==> config.mk <==
export PLATFORM = sky130hd
export DESIGN_NAME = wavetype_selector
export DESIGN_NICKNAME = d
export VERILOG_FILES = /design/src/rtl/wavetype_selector_pkg.sv /design/src/rtl/wavetype_selector_debounce.sv /design/src/rtl/wavetype_selector.sv
export SDC_FILE = /design/constraint.sdc
export NUM_CORES = 1
export LEC_CHECK = 0
export ABC_CLOCK_PERIOD_IN_PS = 2000
export BUFFER_PORTS_ARGS = -buffer_cell sky130_fd_sc_hd__clkbuf_2
export CORE_ASPECT_RATIO = 1.1
export CORE_MARGIN = 3
export CORE_UTILIZATION = 30
export CTS_CLUSTER_DIAMETER = 50
export DETAILED_ROUTE_END_ITERATION = 10
export PLACE_DENSITY = 0.49
export SLEW_MARGIN = 30
export SYNTH_ARGS = -nofsm -noshare
export SYNTH_HDL_FRONTEND = slang
export SYNTH_SLANG_ARGS = --single-unit
==> constraint.sdc <==
create_clock -name clk -period 2 [get_ports clk]
set_input_delay 0.3 -clock clk [delete_from_list [all_inputs] [get_ports clk]]
set_output_delay 0.3 -clock clk [all_outputs]
set_load 0.005 [all_outputs]
==> src/rtl/wavetype_selector_pkg.sv <==
// wavetype_pkg: wave type encoding and sizing helpers shared with the oscillator
package wavetype_pkg;
  typedef enum logic [1:0] {
    SQUARE   = 2'd0,
    SAW      = 2'd1,
    TRIANGLE = 2'd2,
    SINE     = 2'd3
  } wave_t;
  localparam int NUM_WAVES = 4;
  function automatic int mode_width(input int n);
    return (n < 2) ? 1 : $clog2(n);
  endfunction
endpackage

==> src/rtl/wavetype_selector_debounce.sv <==
// key_debounce: 2-flop synchronizer, stability counter and one-cycle press pulse
module key_debounce
  import wavetype_pkg::*;
#(
  parameter int DEBOUNCE_CYCLES = 16
) (
  input  logic clk,
  input  logic rst,
  input  logic key,
  output logic press
);
  localparam int CW = $clog2(DEBOUNCE_CYCLES + 1);
  localparam logic [CW-1:0] LAST = CW'(DEBOUNCE_CYCLES - 1);
  logic s1, s2, db, db_q;
  logic [CW-1:0] cnt;
  // level flips once the synchronized key has disagreed for DEBOUNCE_CYCLES cycles; press marks rising levels one cycle later
  always_ff @(posedge clk) begin
    if (rst) begin
      s1 <= 1'b0;
      s2 <= 1'b0;
      db <= 1'b0;
      db_q <= 1'b0;
      press <= 1'b0;
      cnt <= '0;
    end else begin
      s1 <= key;
      s2 <= s1;
      db_q <= db;
      press <= db & ~db_q;
      if (s2 == db) cnt <= '0;
      else if (cnt == LAST) begin
        db <= ~db;
        cnt <= '0;
      end else cnt <= cnt + CW'(1);
    end
  end
endmodule

==> src/rtl/wavetype_selector.sv <==
// wavetype_selector: debounced next/prev buttons stepping a wrapping or saturating mode index
module wavetype_selector
  import wavetype_pkg::*;
#(
  parameter int NUM_MODES = NUM_WAVES,
  parameter int DEBOUNCE_CYCLES = 16,
  parameter int WRAP = 1,
  parameter int RESET_MODE = 0,
  localparam int MW = mode_width(NUM_MODES)
) (
  input  logic                 clk,
  input  logic                 rst,
  input  logic                 next_key,
  input  logic                 prev_key,
  output logic [MW-1:0]        mode,
  output logic [NUM_MODES-1:0] mode_onehot,
  output logic                 mode_changed
);
  localparam logic [MW-1:0] MAX = MW'(NUM_MODES - 1);
  localparam logic [MW-1:0] RST_MODE = MW'(RESET_MODE);
  logic np, pp;
  logic [MW-1:0] nxt;
  key_debounce #(.DEBOUNCE_CYCLES(DEBOUNCE_CYCLES)) u_next (.clk(clk), .rst(rst), .key(next_key), .press(np));
  key_debounce #(.DEBOUNCE_CYCLES(DEBOUNCE_CYCLES)) u_prev (.clk(clk), .rst(rst), .key(prev_key), .press(pp));
  // a lone press steps the index; simultaneous presses cancel; ends wrap or hold
  always_comb begin
    nxt = (np & ~pp) ? ((mode == MAX) ? ((WRAP != 0) ? '0 : mode) : mode + MW'(1)) :
          (pp & ~np) ? ((mode == '0) ? ((WRAP != 0) ? MAX : mode) : mode - MW'(1)) : mode;
  end
  // mode register and change strobe, which fires only on a real value change
  always_ff @(posedge clk) begin
    if (rst) begin
      mode <= RST_MODE;
      mode_changed <= 1'b0;
    end else begin
      mode <= nxt;
      mode_changed <= (nxt != mode);
    end
  end
  assign mode_onehot = NUM_MODES'(1) << mode;
endmodule

======== Word level (Yosys, flattened, before mapping) ========
Index checks and enable logic that the tools add are counted.
storage, ports and cells
  bits in registers ....................... 23
  bits in latches ......................... 0
  memory bits (writable) .................. 0
  ROM bits ................................ 0
  input bits .............................. 4
  output and inout port bits .............. 7
  memories kept ........................... 0
cells by class
  $add $sub $neg .......................... 4
  multipliers ............................. 0
  divide/modulo/power cells ............... 0
  order comparisons ....................... 0
  equal/unequal tests ..................... 6
  shifts and indexed selects .............. 1
  multiplexer cells ....................... 4
  bitwise gates (word level) .............. 12
  reduce and logical (&&, ||, !) cells .... 5
operator list
  operator                                                                count
  5-bit by 1-bit adder with 5-bit output (second input constant)          2
  5-bit by 4-bit equality test with 1-bit output (second input constant)  2
  2-bit 2-to-1 mux                                                        4
  1-bit inverter                                                          8
  3-bit OR reduction                                                      2
  1-bit bitwise AND                                                       4
  2-bit AND reduction                                                     2
  1-bit by 2-bit << shifter with 4-bit output (first input constant)      1
  2-bit by 1-bit adder with 2-bit output (second input constant)          1
  1-bit equality test                                                     2
  2-bit equality test (second input constant)                             1
  2-bit zero test                                                         1
  2-bit != test                                                           1
  2-bit by 1-bit subtractor with 2-bit output (second input constant)     1

======== Longest topological paths before layout ========
  depth in word-level cells ............... 5
  gate-level depth with buffers ........... 5
  gate-level depth less buffers ........... 5

======== By module ========
From an unflattened synthesis, not the netlist that was laid out.
unflattened totals
  cell total of the unflattened synthesis .. 88
  area, all modules ....................... 929.6 sq um
modules (own cells, without submodules)
  module             times used  cells each  area an instance (sq um)
  key_debounce       2           31          339.1
  wavetype_selector  1           26          251.5

======== Worst setup path before layout ========
Ideal clock, no wire load.
  path type ............................... reg2reg
  start point ............................. register mode[0]
  end point ............................... register mode_changed
  setup time .............................. 0.124 ns
  arrival time ............................ 1.317 ns
  data required time ...................... 1.876 ns
  setup slack ............................. 0.559 ns
  cell stages (with the launch flop) ...... 6
  buffers on the path ..................... 0
  clock period less this slack ............ 1.441 ns
  path through ............................ dfxtp_1 > inv_1 > ha_1 > xnor2_1 > mux2i_1 > a31oi_1
on the way
  word-level cells in the longest chain between the ends .. 5
  elaborated cells on any way between the ends .. 9
ends and longest elaborated chain
  item                                                                                   RTL line                 RTL
  start: declaration                                                                     wavetype_selector.sv:15  output logic [MW-1:0] mode,
  start signal: assignment                                                               wavetype_selector.sv:36  mode <= nxt;
  2-bit by 1-bit subtractor with 2-bit output / 2-bit zero test (equally long branches)  wavetype_selector.sv:28  (pp & ~np) ? ((mode == '0) ? ((WRAP != 0) ? MAX : mode) : mode - MW'(1)) : mode;
  2-bit 2-to-1 mux (2 in a row)                                                          wavetype_selector.sv:28
  2-bit 2-to-1 mux                                                                       wavetype_selector.sv:27  nxt = (np & ~pp) ? ((mode == MAX) ? ((WRAP != 0) ? '0 : mode) : mode + MW'(1)) :
  2-bit != test (*)                                                                      wavetype_selector.sv:37  mode_changed <= (nxt != mode);
  end signal: assignment                                                                 wavetype_selector.sv:37
  end: declaration                                                                       wavetype_selector.sv:17  output logic mode_changed
Mark *: on every way between the ends. The rest lies on a longest branch, timed or not.
A chain may end at the register's enable or synchronous reset.

======== Final worst setup path ========
  start point ............................. register mode[0]
  end point ............................... output mode_onehot[0]
on the way
  word-level cells in the longest chain between the ends .. 1
ends and longest elaborated chain
  item                                         RTL line                 RTL
  1-bit by 2-bit << shifter with 4-bit output  wavetype_selector.sv:40  assign mode_onehot = NUM_MODES'(1) << mode;
  end: declaration                             wavetype_selector.sv:16  output logic [NUM_MODES-1:0] mode_onehot,
Every way passes these cells.

==> impl_metrics.ini <==
[worst_setup_path]
crit_required_ns = 1.70
end_kind = primary output
cp.arrival_ns = 1.25
start_kind = flop
crit_type = reg2out
path_max_fanout = 8

[clock_network]
clk_pin_slew_worst_paths_ns = 0.12
cts_buffer_depth = 2
postCtsSetupRepairBufs = 0
clock_latency_ns = 0.30
cts_buffers = 3
cts_tree = yes
cts.sinks = 23
post_cts_resized = 0
ctsHoldBuffers = 0
cts_max_level = 1
root_buffer = clkbuf_4

[synthesis]
syn_nets = 104
syn_area_um2 = 921
synth_simple_gate_area_share_pct = 20.9
syn-mean-instance-area_um2 = 10.0
synth_seq_cells = 23
ys_types = 18
synth_compound_area_share_pct = 3.80
synthCells = 92
synthXorXnorAreaFrac_pct = 6.66
ys_warn_count = 0
synthMuxAreaShare_pct = 4.35
synth_adder_area_share_pct = 10.9
synth_top_family_by_area = simple AND/OR/NAND/NOR gates
ys_seq_area_share_pct = 50.0

[route]
remaining_drc_errors = 0
drt_first_pass_iters = 2
vias = 618
wl_per_cell_um = 9.38
drtIter0Drc = 9
ant_nets = 0
via_per_inst = 4.48
wirelength_mm = 1.30

[sta]
hold_slack_ns = 0.201
relSlewSlack_pct = 82.6
min_period_ns = 1.55
skew_ns = 0.00220
fmax_ghz = 0.643
timing.final.crit_share_pct = 77.7
timing.setup.tns_ns = 0
worstMarginPinSlew_ns = 0.262
rsz0062_at_grt = false
hold_violations = 0
drv_slew = 0
setup_violations = 0

[power]
p_leak_nw = 0.421
vdd_drop_max_mv = 0.305
p_per_area_nw_per_um2 = 665

[global_route]
grt_pass1_wl_mm = 2.39
first_global_vias = 618
grt_max_degree = 14
antenna_found_initial = 0
grt_overflow_total = 0
grt.total_usage_pct = 8.23

[die]
rows = 20
core_area_um2 = 2850
die_area_um2 = 3770
initial_core_util_pct = 32.3
io_pins = 11
die_h_um = 64.1
dieWidth_um = 58.8

[place]
dp_hpwl_um = 998
gp_congestion = 0.742
post_dp_cell_area_um2 = 1010
numPortBuffers = 10

[job]
drv_cap = 0

[worst_hold_path]
hp-class = in2reg

[outcome]
status = completed

[finish]
postLayoutCellArea_um2 = 1030
top_regs = u_next.cnt x5, u_prev.cnt x5, mode x2
seqCellArea_um2 = 460
fillers = 319
num_antenna_cells = 0
finalNetCount = 118
multi_input_area_um2 = 429
drive_gt1_share_pct = 14.3
syn_to_final_growth_pct = 12.2
[layout make-up]
type                       count  share of cell area, %
timing repair buffer          10                   4.84
inverter                       7                   2.54
clock buffer                   4                   2.54
sequential                    23                   44.6
multi-input combinational     61                   41.5
tap                           33                   4.00
[routing by layer]
metal / vias up / wire length [um] / share of wire, % / global-route usage, %
met2: 11 / 575 / 44 / 13.4
met3: 2 / 76 / 5.9 / 1.82
met5: - / 0 / 0 / 0
met1: 282 / 632 / 49 / 9.54
met4: 0 / 10 / 0.77 / 5.10
li1: 323 / - / - / -
[where the power goes]
group	internal, mW	switching [mW]	leakage [nW]
combinational	0.00715	0.00743	0.220
sequential	0.463	0.00222	0.186
clock	0.0776	0.130	0.0150
[cells by family after synthesis]
logic type      Yosys count
compound gates            6
xor+xnor                  7
fa+ha+maj                 8
buf+inv                   8
flops                    23
mux                       4
simple gates             36
[critical path, stage by stage, from the launching register on]
cell and delay (ns):
dfxtp_1 0.47, inv_1 0.13, ha_1 0.24, clkbuf_2 0.12
[metrics by stage]
step | cells | setup WS [ns] | power (mW) | utilization, %
after floorplan | 92 | 0.559 | 0.485 | -
after global placement | 134 | 0.489 | 0.490 | 35.3
after detailed placement | 134 | 0.457 | 0.490 | 35.3
after CTS | 138 | 0.423 | 0.699 | 36.2
after global routing | 138 | 0.311 | 0.724 | 36.2
final | 138 | 0.446 | 0.687 | 36.2
[synthesized netlist by cell type]
| master | n | share of area (%) |
|---|---|---|
| dfxtp_1 | 23 | 50 |
| nor2_1 | 13 | 5.3 |
| nor2b_1 | 12 | 8.2 |
| ha_1 | 8 | 11 |
| inv_1 | 7 | 2.9 |
| xnor2_1 | 5 | 4.8 |
| mux2i_1 | 4 | 4.3 |
| and3_1 | 3 | 2.0 |
| nand3_1 | 3 | 1.6 |
| a31oi_1 | 2 | 1.4 |
| nand2_1 | 2 | 0.82 |
| o21ai_0 | 2 | 1.1 |
| or3_4 | 2 | 2.4 |
| xor2_1 | 2 | 1.9 |
| a211oi_1 | 1 | 0.82 |
| a21oi_1 | 1 | 0.54 |
| buf_2 | 1 | 0.54 |
| nor3_1 | 1 | 0.54 |
[path summary, 6_finish.rpt]
kind,startpoint,endpoint,slack (ns),cells after the start
setup reg to reg,u_prev.cnt[0],u_prev.cnt[3],0.45,5
hold reg to reg,u_next.db_q,u_next.press,0.39,1
hold / removal,prev_key,u_prev.s1,0.20,2
setup / recovery,mode[0],mode_onehot[0],0.45,3
[layout by cell type, fill, tap and decap left out, drive strengths merged, types with 3 or more instances in the layout]
master | netlist | routed
dfxtp | 23 | 23
clkbuf | 0 | 14
nor2 | 13 | 13
nor2b | 12 | 12
ha | 8 | 8
inv | 7 | 7
xnor2 | 5 | 5
mux2i | 4 | 4
and3 | 3 | 3
nand3 | 3 | 3
(Power assumes the default switching activity.)
